$ cat src/rtl/frame_buffer_pkg.sv
// Shared definitions for the frame buffer arbiter: default widths, the
// arbiter state encoding and the layout of one queued camera write.
package frame_buffer_pkg;

  localparam int FB_ADDR_W       = 19;
  localparam int FB_DATA_W       = 8;
  localparam int FB_FRAME_PIXELS = 307200;
  localparam int FB_FIFO_LOG     = 3;

  // SYNC_WAIT: camera not yet aligned to a frame, pixels ignored.
  // STREAM:    camera pixels are addressed and queued for the BRAM.
  typedef enum logic {
    SYNC_WAIT = 1'b0,
    STREAM    = 1'b1
  } arb_state_e;

  // One pending BRAM write: raster address plus luma value.
  typedef struct packed {
    logic [FB_ADDR_W-1:0] addr;
    logic [FB_DATA_W-1:0] pixel;
  } fb_entry_t;

endpackage

$ cat src/rtl/pixel_fifo.sv
// Small synchronous FIFO holding camera writes until the BRAM port is free.
// Depth is 2**FIFO_LOG. A push while full is accepted only when a pop happens
// in the same cycle; a pop while empty is ignored. Head data is combinational
// from the storage array so the arbiter can issue the write in the same cycle.
module pixel_fifo
  import frame_buffer_pkg::*;
#(
  parameter int  FIFO_LOG = FB_FIFO_LOG,
  parameter type entry_t  = fb_entry_t
) (
  input  logic   clk,
  input  logic   reset,
  input  logic   push,
  input  entry_t push_data,
  input  logic   pop,
  output entry_t head,
  output logic   full,
  output logic   empty
);

  localparam int DEPTH = 1 << FIFO_LOG;

  entry_t               mem [DEPTH];
  logic [FIFO_LOG:0]    wr_idx;
  logic [FIFO_LOG:0]    rd_idx;
  logic                 do_push;
  logic                 do_pop;

  // Extra index bit distinguishes full from empty when the low bits match.
  assign empty   = (wr_idx == rd_idx);
  assign full    = (wr_idx[FIFO_LOG] != rd_idx[FIFO_LOG]) &&
                   (wr_idx[FIFO_LOG-1:0] == rd_idx[FIFO_LOG-1:0]);
  assign do_pop  = pop && !empty;
  assign do_push = push && (!full || do_pop);
  assign head    = mem[rd_idx[FIFO_LOG-1:0]];

  // Advance read/write indices; reset discards all queued entries.
  always_ff @(posedge clk) begin
    if (reset) begin
      wr_idx <= '0;
      rd_idx <= '0;
    end else begin
      if (do_push) wr_idx <= wr_idx + (FIFO_LOG+1)'(1);
      if (do_pop)  rd_idx <= rd_idx + (FIFO_LOG+1)'(1);
    end
  end

  // Store the pushed entry; contents need no reset since indices gate reads.
  always_ff @(posedge clk) begin
    if (do_push) mem[wr_idx[FIFO_LOG-1:0]] <= push_data;
  end

endmodule

$ cat src/rtl/frame_buffer_arbiter.sv
// Frame buffer arbiter: shares one single-port frame BRAM between the camera
// pixel writer and the VGA reader. Camera pixels get a raster address and are
// queued in pixel_fifo; VGA reads win the port unless the queue is full.
//
// Optional feature: define DROP_COUNT_EN to build the saturating dropped-pixel
// counter behind drop_count; otherwise drop_count is tied to zero.
//
// Handshake semantics: there is no back-pressure on either client. cam_valid
// is a one-cycle pixel strobe and is either queued or dropped (overflow).
// vga_req is a one-cycle read strobe; it is either granted (vga_rvalid three
// cycles later with vga_rdata) or lost to a full-queue write (vga_miss one
// cycle later). Exactly one of those two outcomes follows every vga_req.
module frame_buffer_arbiter
  import frame_buffer_pkg::*;
#(
  parameter int ADDR_W       = FB_ADDR_W,
  parameter int DATA_W       = FB_DATA_W,
  parameter int FRAME_PIXELS = FB_FRAME_PIXELS,
  parameter int FIFO_LOG     = FB_FIFO_LOG
) (
  input  logic              clk,
  input  logic              reset,
  input  logic              cam_valid,
  input  logic [DATA_W-1:0] cam_pixel,
  input  logic              cam_frame_start,
  input  logic              vga_req,
  input  logic [ADDR_W-1:0] vga_addr,
  output logic [DATA_W-1:0] vga_rdata,
  output logic              vga_rvalid,
  output logic              vga_miss,
  output logic [ADDR_W-1:0] bram_addr,
  output logic              bram_we,
  output logic [DATA_W-1:0] bram_wdata,
  input  logic [DATA_W-1:0] bram_rdata,
  output logic              overflow,
  output logic [15:0]       drop_count,
  output arb_state_e        dbg_state
);

  typedef struct packed {
    logic [ADDR_W-1:0] addr;
    logic [DATA_W-1:0] pixel;
  } entry_t;

  localparam logic [ADDR_W-1:0] LAST_ADDR = ADDR_W'(FRAME_PIXELS - 1);

  arb_state_e        state;
  arb_state_e        state_next;
  logic [ADDR_W-1:0] wr_ptr;
  logic [ADDR_W-1:0] pix_addr;
  logic              cam_live;
  logic              push_req;
  logic              drop;
  entry_t            push_entry;
  entry_t            fifo_head;
  logic              fifo_full;
  logic              fifo_empty;
  logic              grant_write;
  logic              grant_read;
  logic              rd_s1;
  logic              rd_s2;

  // ---------------------------------------------------------------------
  // Frame sync FSM
  // ---------------------------------------------------------------------

  // State register.
  always_ff @(posedge clk) begin
    if (reset) state <= SYNC_WAIT;
    else       state <= state_next;
  end

  // Leave SYNC_WAIT on the first frame start; STREAM is held until reset.
  always_comb begin
    state_next = state;
    if (state == SYNC_WAIT && cam_frame_start) state_next = STREAM;
  end

  assign dbg_state = state;

  // ---------------------------------------------------------------------
  // Camera side: addressing and queueing
  // ---------------------------------------------------------------------

  // The frame-start pixel itself is live even while still in SYNC_WAIT.
  assign cam_live   = (state == STREAM) || cam_frame_start;
  assign push_req   = cam_live && cam_valid;
  assign pix_addr   = cam_frame_start ? '0 : wr_ptr;
  assign push_entry = {pix_addr, cam_pixel};

  // Raster address tracks every live camera pixel, dropped or not, so the
  // pixels after a drop still land at their true screen position.
  always_ff @(posedge clk) begin
    if (reset) begin
      wr_ptr <= '0;
    end else if (push_req) begin
      wr_ptr <= (pix_addr == LAST_ADDR) ? '0 : pix_addr + ADDR_W'(1);
    end else if (cam_frame_start) begin
      wr_ptr <= '0;
    end
  end

  pixel_fifo #(
    .FIFO_LOG (FIFO_LOG),
    .entry_t  (entry_t)
  ) u_fifo (
    .clk       (clk),
    .reset     (reset),
    .push      (push_req),
    .push_data (push_entry),
    .pop       (grant_write),
    .head      (fifo_head),
    .full      (fifo_full),
    .empty     (fifo_empty)
  );

  // ---------------------------------------------------------------------
  // Port arbitration: full queue > VGA read > pending write > idle
  // ---------------------------------------------------------------------
  assign grant_write = fifo_full || (!vga_req && !fifo_empty);
  assign grant_read  = vga_req && !fifo_full;

  // A pixel is lost only when the queue is full and nothing leaves it.
  assign drop = push_req && fifo_full && !grant_write;

  // Registered BRAM port; address holds when the port is idle.
  always_ff @(posedge clk) begin
    if (reset) begin
      bram_addr  <= '0;
      bram_we    <= 1'b0;
      bram_wdata <= '0;
    end else if (grant_write) begin
      bram_addr  <= fifo_head.addr;
      bram_we    <= 1'b1;
      bram_wdata <= fifo_head.pixel;
    end else if (grant_read) begin
      bram_addr  <= vga_addr;
      bram_we    <= 1'b0;
    end else begin
      bram_we    <= 1'b0;
    end
  end

  // ---------------------------------------------------------------------
  // VGA side: read return pipeline and miss pulse
  // ---------------------------------------------------------------------

  // Track granted reads through address, BRAM latency and output register.
  always_ff @(posedge clk) begin
    if (reset) begin
      rd_s1      <= 1'b0;
      rd_s2      <= 1'b0;
      vga_rvalid <= 1'b0;
      vga_rdata  <= '0;
      vga_miss   <= 1'b0;
    end else begin
      rd_s1      <= grant_read;
      rd_s2      <= rd_s1;
      vga_rvalid <= rd_s2;
      if (rd_s2) vga_rdata <= bram_rdata;
      vga_miss   <= vga_req && !grant_read;
    end
  end

  // ---------------------------------------------------------------------
  // Drop reporting
  // ---------------------------------------------------------------------

  // Sticky overflow; a frame start clears it unless it drops a pixel itself.
  always_ff @(posedge clk) begin
    if (reset)                overflow <= 1'b0;
    else if (cam_frame_start) overflow <= drop;
    else if (drop)            overflow <= 1'b1;
  end

`ifdef DROP_COUNT_EN
  logic [15:0] drop_cnt;

  // Saturating per-frame count of dropped pixels.
  always_ff @(posedge clk) begin
    if (reset) begin
      drop_cnt <= '0;
    end else if (cam_frame_start) begin
      drop_cnt <= {15'b0, drop};
    end else if (drop && drop_cnt != 16'hFFFF) begin
      drop_cnt <= drop_cnt + 16'd1;
    end
  end

  assign drop_count = drop_cnt;
`else
  assign drop_count = '0;
`endif

endmodule

$ cat config.mk
export PLATFORM = sky130hd
export DESIGN_NAME = frame_buffer_arbiter
export DESIGN_NICKNAME = d
export VERILOG_FILES = /design/src/rtl/frame_buffer_pkg.sv /design/src/rtl/pixel_fifo.sv /design/src/rtl/frame_buffer_arbiter.sv
export SDC_FILE = /design/constraint.sdc
export NUM_CORES = 1
export LEC_CHECK = 0
export CAP_MARGIN = 20
export CORE_ASPECT_RATIO = 0.75
export CORE_MARGIN = 4
export CORE_UTILIZATION = 52
export DETAILED_ROUTE_END_ITERATION = 10
export MAX_ROUTING_LAYER = met4
export PLACE_DENSITY = 0.76
export SETUP_SLACK_MARGIN = 0.05
export SYNTH_ARGS = -nofsm -noshare
export SYNTH_HDL_FRONTEND = slang
export SYNTH_HIERARCHICAL = 1
export SYNTH_SLANG_ARGS = --single-unit
export TNS_END_PERCENT = 5
$ cat constraint.sdc
create_clock -name clk -period 4.9 [get_ports clk]
set_input_delay 0.98 -clock clk [delete_from_list [all_inputs] [get_ports clk]]
set_output_delay 0.98 -clock clk [all_outputs]
set_load 0.01 [all_outputs]
# == Word-level counts from Yosys, hierarchy flattened ==
# Memory sizes are Yosys's and may differ from the RTL's. A register that Yosys moved wholly into a read port is not among the register bits.
# Cells that the tools add are included.
# totals
ff_bits,69
in_bits,40
out_inout_bits,56
n_memories,1
ramBits,216
# op_classes
n_eq_ne,4
n_reduce_logical,20
mux,12
bitwise,1
n_addsub,3
# memory_table
memory,depth,word_bits,rd,rd_clocked_by_memory_dff,write_ports,line,text
u_fifo.mem,8,27,1,1,1,pixel_fifo.sv:23,entry_t mem [DEPTH];
# op_table
cell,count
$mux W19,5
$add A19 B1 Y19 const B,1
$eq A19 B19 Y1 const B,1
$logic_and A1 B1 Y1,10
$add A4 B1 Y4 const B,2
$mux W3,2
$logic_not A1 Y1,5
$mux W1,5
$eq A4 B4 Y1,1
$reduce_bool A2 Y1,2
$eq A3 B3 Y1,1
$logic_or A1 B1 Y1,3
$ne A1 B1 Y1,1
$not A1 Y1,1

# == Logic depth before layout (Yosys ltp) ==
# Gate-level depths: netlist of the first run.
# logic_depth
word_depth,9
depth_mapped,12
mapped_depth_nobuf,10

# == By module ==
# Netlist of the first run, hierarchy kept.
# modules_own_cells
module,cells_per_inst,instances,seq_area_each_um2,area_per_inst_um2
pixel_fifo,383,1,6706.4,8727.1
frame_buffer_arbiter,337,1,1221.2,2813.9

# == Least setup slack after synthesis of the first run ==
# No wires, ideal clock.
# synth_path
kind,in2reg
start,in vga_req
end,mem u_fifo/mem[0][0] (netlist bit) (enable)
t_required_ns,4.421
path_buffers,1
slack_ns,0.007
arrival_time_ns,4.414
cell_stages,6
setup_ns,0.479
cell_sequence,nor2_1 nor2_1 inv_2 clkbuf_1 o21ai_0 nor4_1
# synth_via
elab_chain_len,8
# synth_lines
item,line,text
"start, declared",frame_buffer_arbiter.sv:26,"input logic vga_req,"
$logic_not A1 Y1,frame_buffer_arbiter.sv:120,assign grant_write = fifo_full || (!vga_req && !fifo_empty);
$logic_and A1 B1 Y1,frame_buffer_arbiter.sv:120,
$logic_or A1 B1 Y1,frame_buffer_arbiter.sv:120,
net grant_write,frame_buffer_arbiter.sv:58,logic grant_write;
$logic_and A1 B1 Y1,pixel_fifo.sv:33,assign do_pop = pop && !empty;
$logic_or A1 B1 Y1,pixel_fifo.sv:34,assign do_push = push && (!full || do_pop);
$logic_and A1 B1 Y1,pixel_fifo.sv:34,
$mux W1,pixel_fifo.sv:50,if (do_push) mem[wr_idx[FIFO_LOG-1:0]] <= push_data;
$mux W1 (implied by the code),pixel_fifo.sv:50,
"end, declared",pixel_fifo.sv:23,
# The timed path passes the listed nets, and every way through them passes these cells.

# == Final worst setup path of the first run ==
# layout_path
start,reg u_fifo.wr_idx[2]
end,mem u_fifo/mem[0][3] (netlist bit) (enable)
# layout_rtl
item,line,text
"start, declared",pixel_fifo.sv:24,logic [FIFO_LOG:0] wr_idx;
"start signal, assigned",pixel_fifo.sv:43,if (do_push) wr_idx <= wr_idx + (FIFO_LOG+1)'(1);
$eq A3 B3 Y1 (*),pixel_fifo.sv:32,(wr_idx[FIFO_LOG-1:0] == rd_idx[FIFO_LOG-1:0]);
$logic_and A1 B1 Y1 (*),pixel_fifo.sv:31,assign full = (wr_idx[FIFO_LOG] != rd_idx[FIFO_LOG]) &&
net fifo_full,frame_buffer_arbiter.sv:56,logic fifo_full;
$logic_or A1 B1 Y1,frame_buffer_arbiter.sv:120,
$logic_and A1 B1 Y1,pixel_fifo.sv:33,
$logic_or A1 B1 Y1 (*),pixel_fifo.sv:34,
$logic_and A1 B1 Y1 (*),pixel_fifo.sv:34,
$mux W1 (*),pixel_fifo.sv:50,
$mux W1 (implied by the code) (*),pixel_fifo.sv:50,
# Mark *: on every way through the listed nets, which the timed path passes. The rest lies on a longest branch.

==> results.md, run 1 <==
* CORE AREA at 21,500 um2
* HPWL Detailed at 15.3 mm
* Final wirelength at 24.3 mm
* Critical Path Fanout Max at 31
* Vias in the first global route at 6,668
* Hold Buf Count CTS at 0
* R2r startpoint: u_fifo/wr_idx[2]
* Vias at 6,508
* Post-synthesis register bit count at 288
* CTS resizes at 0
* Status: finished, final reports clean
* Starting Density at 53.8%
* Number of synthesized flops with an enable pin at 216
* Synth unique cells at 52
* Max VDD drop at 0.360 mV
* RSZ-0062 raised after global routing: false
* PwrDens at 379 nW/um2
* Mapped Cells at 720
* Final setup vio count at 0
* Hold path start: bram_wdata[0]
* WP data required at 5.08 ns
* Critical R2R Capture: u_fifo/mem[0][3]
* PortBufs at 79
* Final Hold Vio Count at 0
* Netlist Area Pre-Place at 11,500 um2
* CTS Root Cell: clkbuf_16
* Clk pin slew, worst setup/hold paths at 0.06 ns
* Final Max Tran Viols at 0
* Drt initial violations at 557
* Final GP Congestion at 0.818
* Crit. End Element: register
* Layout cells sized above 1 at 19.1%
* Worst setup SP type: register
* Area Overhead vs Synth at 16.2%
* Period Utilization, post-route at 68.0%
* Slew @ Worst Pin at 0.927 ns
* Total grt overflow at 0
* Rows at 46
* Clk_lat worst skew at 0.53 ns
* Max Buffers Root-to-Sink at 3
* Die width at 180 um
* Drt pass-1 iters at 7
* CTS tree: done
* Synth Warn # at 6
* Hold_ws at 0.458 ns
* Antenna violations before repair at 0
* Reg2reg setup slack at 1.57 ns
* Setup TNS at 0 ns
* Antenna diodes at 0
* Num CTS Buffers at 27
* Fmax at 0.300 GHz
* Seq/Total Area, Yosys at 68.7%
* R2R depth at 8
* Nets at 846
* WL/cell at 21.9 um
* Post-synth ARST share at 0%
* Leakage Power at 4.34 nW
* Fillcell total at 1,498
* # DRC at 0
* First-pass GRT wire length at 37.7 mm
* Gr usage total at 20.1%
* DRT antenna net count at 0
* Synth Flop Type: edfxtp_1
* Final min period at 3.33 ns
* Setup CP Type: register to register
* Hold/Removal Path Class: register to register
* Via-per-instance ratio at 5.86
* Post-Syn Area per Cell at 16.0 um2
* H-tree depth at 1
* Die footprint at 24,700 um2
* Hold Path Sink: bram_wdata[0]
* Largest net degree at the start of global routing at 42
* Total of max-cap violations at 0
* Slew margin rel. at 38.1%
* I/O pin cnt at 96
* Arr. time, crit path at 3.51 ns
* Hold-critical path depth at 2
* Final Util at 62.5%
* Sink Count at 288
* Setup bufs post-CTS at 0
* Final worst clock skew at 0.0112 ns
* Die Height at 137 um
## synth_stat cells (8+ instances only)
cell type / count / area, um2
mux2i_1: 11 / 110
buf_6: 8 / 90.1
xnor2_1: 9 / 78.8
buf_4: 18 / 135
o21ai_0: 10 / 50.1
edfxtp_1: 216 / 6490
inv_1: 8 / 30.0
dfxtp_1: 72 / 1440
a21oi_1: 17 / 85.1
mux2_2: 29 / 327
clkbuf_1: 18 / 67.6
nor2b_1: 20 / 125
a311oi_1: 19 / 166
mux4_2: 54 / 1220
nor2_1: 56 / 210
nand4_1: 9 / 56.3
nand2_1: 63 / 236
## through the flow
stage	power, mW	instance area, um2	cells	setup slack, ns
after global placement	3.13	12600	1062	1.35
after detailed placement	3.14	12600	1062	1.15
final	5.08	13400	1111	1.57
after global routing	5.25	13400	1111	1.35
after floorplan	2.99	11600	735	0.696
after CTS	5.12	13400	1111	1.57
## layer usage
layer	share of wire [%]	vias to the layer above	GRT usage (%)
met5	0	-	-
met3	5.8	34	2.42
met2	49	226	33.0
met4	1.5	0	3.90
li1	-	2900	-
met1	44	3348	28.1
## sequential cells by signal, indices dropped and copies added (netlist names), 4 cells and up, named ones only
| signal | flops |
|---|---|
| bram_addr | 19 |
| u_fifo/mem | 216 |
| wr_ptr | 19 |
| vga_rdata | 8 |
| u_fifo/rd_idx | 4 |
| bram_wdata | 8 |
| u_fifo/wr_idx | 4 |
## worst max-delay path by stage
stage / from / to / slack [ns] / cells after the start
3_3_place_gp: cam_frame_start / wr_ptr[5] / 1.35 / 7
5_1_grt: u_fifo/wr_idx[2] / u_fifo/mem[0][26] / 1.35 / 8
6_report: u_fifo/wr_idx[2] / u_fifo/mem[0][3] / 1.57 / 8
2_1_floorplan: vga_req / u_fifo/mem[2][0] / 0.70 / 6
3_5_place_dp: cam_frame_start / wr_ptr[5] / 1.15 / 7
4_1_cts: u_fifo/wr_idx[2] / u_fifo/mem[0][26] / 1.57 / 8
## layout by cell type (no fill, tap or decap), types with 4 or more instances in the layout
cell type / count
edfxtp_1: 216
clkdlybuf4s50_1: 78
dfxtp_1: 70
nand2_1: 63
mux4_2: 54
nor2_1: 53
mux2_2: 29
clkbuf_16: 27
nor2b_1: 20
a311oi_1: 19
a21oi_1: 17
conb_1: 16
buf_4: 14
mux2i_1: 11
o21ai_0: 10
nand4_1: 9
xnor2_1: 9
clkbuf_1: 9
inv_1: 8
nand3_1: 6
xor2_1: 6
nand4b_1: 5
and3b_1: 4
clkinv_2: 4
clkinv_1: 4
nor3_2: 4
## kinds of logic after synthesis
logic type	after synthesis	synth area share [%]
flops	288	68.7
mux	94	14.3
simple gates	194	8.42
other cells	1	0.0325
fa+ha+maj	3	0.325
buf+inv	65	3.31
xor+xnor	15	1.14
compound gates	60	3.76
## cell type report
type | instances | area (um2) | share of cell area [%]
repair buffers | 94 | 911 | 6.79
clock buffers | 37 | 723 | 5.39
inverters | 10 | 37.5 | 0.280
flip-flops and latches | 288 | 7930 | 59.2
multi-input cells | 382 | 3330 | 24.8
clock inverters | 12 | 115 | 0.858
well taps | 288 | 360 | 2.69
## worst max-delay path, stage by stage, from the launching register on
cell,delay [ns]
dfxtp_1,0.60
xnor2_1,0.23
nand4_1,0.25
inv_2,0.23
nor2_2,0.08
inv_2,0.48
o21ai_0,0.45
nor4_4,0.24
buf_4,0.42
## report_power, final
group	total, mW	leakage, nW	internal, mW	switching, mW
logic	0.374	1.38	0.189	0.185
clock network	1.99	0.411	1.14	0.848
registers	2.72	2.55	2.67	0.0471
total	5.08	4.34	4.00	1.08
No activity file was read; power rests on OpenSTA's default activity.
==> run 2, diff against run 1 <==
Clock period 4.9 ns to 2.9 ns, I/O delays scaled along.
==> results.md, run 2 (synthesized netlist as in run 1, its figures left out) <==
* Status: finished, final reports clean
* Drt pass-1 iters at 5
* CORE AREA at 21,500 um2
* DRT antenna net count at 0
* Pre-CTS WS at -0.0486 ns
* Gr usage total at 21.0%
* Total grt overflow at 0
* Sink Count at 288
* Starting Density at 53.8%
* Vias in the first global route at 6,772
* Clk_lat worst skew at 0.54 ns
* Slew margin rel. at 51.0%
* Largest register FFs at 216
* Final worst clock skew at 0.0162 ns
* Area Overhead vs Synth at 20.5%
* Hold-critical path depth at 1
* Leakage Power at 4.55 nW
* Die footprint at 24,700 um2
* RSZ-0062 raised after global routing: false
* R2r startpoint: u_fifo/wr_idx[0]
* Largest net degree at the start of global routing at 39
* WP data required at 3.12 ns
* Arr. time, crit path at 2.67 ns
* Hold/Removal Path Class: register to register
* Worst setup SP type: register
* Num CTS Buffers at 27
* Final GP Congestion at 0.852
* Crit. End Element: register
* HPWL Detailed at 15.2 mm
* WL/cell at 22.2 um
* Vias at 6,599
* Fillcell total at 1,451
* Final Hold Vio Count at 0
* Rows at 46
* Via-per-instance ratio at 5.83
* Final min period at 2.45 ns
* Final Max Tran Viols at 0
* Final setup vio count at 0
* Clk pin slew, worst setup/hold paths at 0.07 ns
* Max Buffers Root-to-Sink at 3
* Most common cell after layout, fill and taps aside: edfxtp_1
* Final Util at 64.8%
* Slew @ Worst Pin at 0.734 ns
* Die width at 180 um
* Hold path start: rd_s1
* PwrDens at 656 nW/um2
* H-tree depth at 1
* Hold Buf Count CTS at 0
* Antenna violations before repair at 0
* Die Height at 137 um
* Period Utilization, post-route at 84.6%
* Antenna diodes at 0
* Setup CP Type: register to register
* First-pass GRT wire length at 39.2 mm
* Setup TNS at 0 ns
* Setup bufs post-CTS at 0
* R2R depth at 8
* CTS tree: done
* Fmax at 0.408 GHz
* Hold_ws at 0.448 ns
* I/O pin cnt at 96
* Crit path from: u_fifo/wr_idx[0]
* CTS Root Cell: clkbuf_16
* Max VDD drop at 0.399 mV
* Power Total at 9.12 mW
* # DRC at 0
* Critical Path Fanout Max at 27
* Layout cells sized above 1 at 23.0%
* Nets at 866
* Total of max-cap violations at 0
* CTS resizes at 0
* Drt initial violations at 718
* Highest-count cells in the layout ignoring fill and taps: edfxtp_1, clkdlybuf4s50_1, dfxtp_1
* PortBufs at 79
* Final WS setup at 0.447 ns
* Final wirelength at 25.1 mm
[run 2: cell types whose count changed in the layout (fill, tap and decap cells not counted), moves of 3 or more]
| cell | previous run | this run |
|---|---|---|
| buf_12 | 1 | 11 |
| buf_4 | 14 | 24 |
| clkbuf_1 | 9 | 0 |
| bufinv_16 | 2 | 7 |
| clkinv_2 | 4 | 8 |
| nor3_2 | 4 | 0 |
| nor3_4 | 0 | 4 |
| xnor2_1 | 9 | 6 |
| xnor2_2 | 0 | 3 |
[run 2: stage by stage]
stage | cells | area, um2
3_3_place_gp | 1082 | 12900
2_1_floorplan | 735 | 11700
3_5_place_dp | 1082 | 12900
6_report | 1132 | 13900
5_1_grt | 1132 | 13900
4_1_cts | 1132 | 13900
[run 2: where the power goes]
part / internal (mW) / leakage, nW / switching [mW]
Combinational: 0.341 / 1.52 / 0.343
Sequential: 4.51 / 2.55 / 0.0715
Clock: 2.36 / 0.489 / 1.49
Total: 7.21 / 4.55 / 1.91
[run 2: final cells by class]
class | instances | area, um2 | area share [%]
clock buffers | 28 | 689 | 4.96
clock inverters | 22 | 305 | 2.20
inverters | 10 | 37.5 | 0.270
multi-input cells | 382 | 3390 | 24.4
flip-flops and latches | 288 | 7940 | 57.1
well taps | 288 | 360 | 2.59
repair buffers | 114 | 1190 | 8.53
[run 2: worst max-delay path, stage by stage (launching register included)]
cell     delay (ns)
dfxtp_2        0.49
xnor2_2        0.17
nand4_1        0.31
inv_2          0.27
nor2_2         0.07
inv_2          0.12
o21ai_4        0.12
nor4_4         0.29
buf_12         0.28
[run 2: path summary, 6_finish.rpt]
check / endpoint / slack (ns)
max: u_fifo/mem[0][19] / 0.45
min: rd_s2 / 0.45
max reg2reg: u_fifo/mem[0][19] / 0.45
min reg2reg: rd_s2 / 0.45
[run 2: metal layers]
layer	vias up	global-route usage (%)	wire length, um
met3	45	3.06	1490
met4	0	5.04	537
met1	3367	29.2	10600
met2	248	33.6	12500
li1	2939	-	-
met5	-	-	0
==> run 3, diff against run 2 <==
Clock period 2.9 ns to 2.15 ns, I/O delays scaled along.
==> results.md, run 3 (synthesized netlist as in run 1, its figures left out) <==
* Status: finished, final reports clean
* Leakage Power at 4.76 nW
* Drt pass-1 iters at 5
* Hold Buf Count CTS at 0
* CP Buf/Inv Count at 2
* Vias in the first global route at 7,055
* Num CTS Buffers at 28
* Sink Count at 288
* Max VDD drop at 0.604 mV
* Final Instance Area at 14,300 um2
* Gr busiest metal: met2
* Largest net degree at the start of global routing at 55
* R2r startpoint: u_fifo/rd_idx[0]
* Slew margin rel. at 53.1%
* Fmax at 0.491 GHz
* RSZ-0062 raised after global routing: true
* GR Util met2 at 36.0%
* # DRC at 0
* Via-per-instance ratio at 5.77
* Starting Density at 53.8%
* First-pass GRT wire length at 39.4 mm
* Dpl cell area at 13,200 um2
* Final min period at 2.04 ns
* Non-Filler Instances at 1,177
* Grt met3 use at 2.79%
* Antenna violations before repair at 0
* Pint at 9.59 mW
* HPWL Detailed at 15.5 mm
* Final Hold Vio Count at 0
* Die footprint at 24,700 um2
* Highest-count cells in the layout ignoring fill and taps: edfxtp_1, clkdlybuf4s50_1, dfxtp_1
* CTS tree: done
* Final Max Tran Viols at 0
* CORE AREA at 21,500 um2
* Final wirelength at 25.6 mm
* Drt initial violations at 582
* Area Overhead vs Synth at 23.5%
* Final setup vio count at 0
* Antenna diodes at 0
* Hold path start: reset
* Fillcell total at 1,422
* DRT antenna net count at 0
* Max Buffers Root-to-Sink at 3
* Most common cell after layout, fill and taps aside: edfxtp_1
* PwrDens at 855 nW/um2
* Crit path from: u_fifo/rd_idx[0]
* Max incr delay on CP at 0.40 ns
* Critical Path Fanout Max at 27
* Sw Share at 21.3%
* Placed insts at 1,120
* Nets at 910
* Largest register FFs at 216
* Clk network pwr share at 41.3%
* Total grt overflow at 0
* Final WS setup at 0.113 ns
* Worst path cell trace: xnor2_2 -> nand3_1 -> nor2_2 -> nor2_1 -> nor2_2 -> inv_2 -> o211ai_1 -> nor2_2 -> buf_12
* Die Height at 137 um
* Top cell family by delay on the critical path: simple AND/OR/NAND/NOR gates
* Die width at 180 um
* Share of total power in combinational logic at 8.2%
* H-tree depth at 1
* Hold/Removal Path Class: input pin to register
* I/O pin cnt at 96
* Total of max-cap violations at 0
* WL/cell at 21.7 um
* WP data required at 2.45 ns
* PortBufs at 79
* Met1 Track Usage GR at 27.4%
* Clk_lat worst skew at 0.56 ns
* Final GP Congestion at 0.833
* Period Utilization, post-route at 94.7%
* Arr. time, crit path at 2.33 ns
* Clk pin slew, worst setup/hold paths at 0.06 ns
* Pre-CTS WS at -0.410 ns
* Vias at 6,786
* CTS Root Cell: clkbuf_16
* P_sw at 2.59 mW
* Crit. End Element: register
* Crit path top cell by count: nor2_2
* Slew @ Worst Pin at 0.702 ns
* Worst setup SP type: register
* Rows at 46
* CP max-delay cell: o211ai_1
* Final worst clock skew at 0.0265 ns
* Layout cells sized above 1 at 26.7%
* Setup CP Type: register to register
* Gr usage total at 21.0%
* Register share of total power at 50.5%
## run 3: changes by cell type in the layout (fill, tap and decap cells not counted), sizes merged
cell,before,now
buf,36,78
clkbuf,28,39
bufinv,7,4
clkinv,12,10
clkinvlp,2,0
inv,11,10
## run 3: timing repair
item / CTS / global route
buffers inserted: 0 / 4
gates resized for setup: 0 / 8
endpoints found under the setup margin: 0 / 233
## run 3: metal layers
metal	part of all wire, %	vias to the layer above
li1	-	3025
met1	41	3457
met2	51	255
met3	6.5	49
met4	2.2	0
met5	0	-
## run 3: path summary, 6_finish.rpt
path                             to  slack [ns]  depth (start not counted)
setup / recovery  u_fifo/mem[5][20]        0.11                          9
hold / removal           wr_ptr[10]        0.40                          2
setup reg to reg  u_fifo/mem[5][20]        0.11                          9
hold reg to reg               rd_s2        0.45                          1
## run 3: metrics by stage
| step | TNS (ns) | total power, mW | utilization [%] | hold WS [ns] |
|---|---|---|---|---|
| 2_1_floorplan | -123.45 | 6.83 | - | 0.414 |
| 5_1_grt | -0.0885 | 12.6 | 66.4 | 0.384 |
| 3_5_place_dp | -74.00 | 7.25 | 61.6 | 0.448 |
| 3_3_place_gp | -59.39 | 7.21 | 61.6 | 0.423 |
| 6_report | 0 | 12.2 | 66.4 | 0.402 |
| 4_1_cts | 0 | 12.3 | 66.1 | 0.360 |
## run 3: cell type report
cell class              count  area (um2)  area share (%)
clock buffers              38         768            5.39
clock inverters            14         205            1.44
inverters                  10        37.5           0.263
multi-input cells         382        3400            23.9
flip-flops and latches    288        7940            55.7
well taps                 288         360            2.53
repair buffers            157        1540            10.8
## run 3: power groups by stage
stage | registers, mW | logic (mW) | clock network (mW)
2_1_floorplan | 6.29 | 0.548 | 0
3_3_place_gp | 6.26 | 0.957 | 0
3_5_place_dp | 6.27 | 0.984 | 0
4_1_cts | 6.15 | 0.993 | 5.11
5_1_grt | 6.16 | 1.08 | 5.35
6_report | 6.15 | 1.00 | 5.03
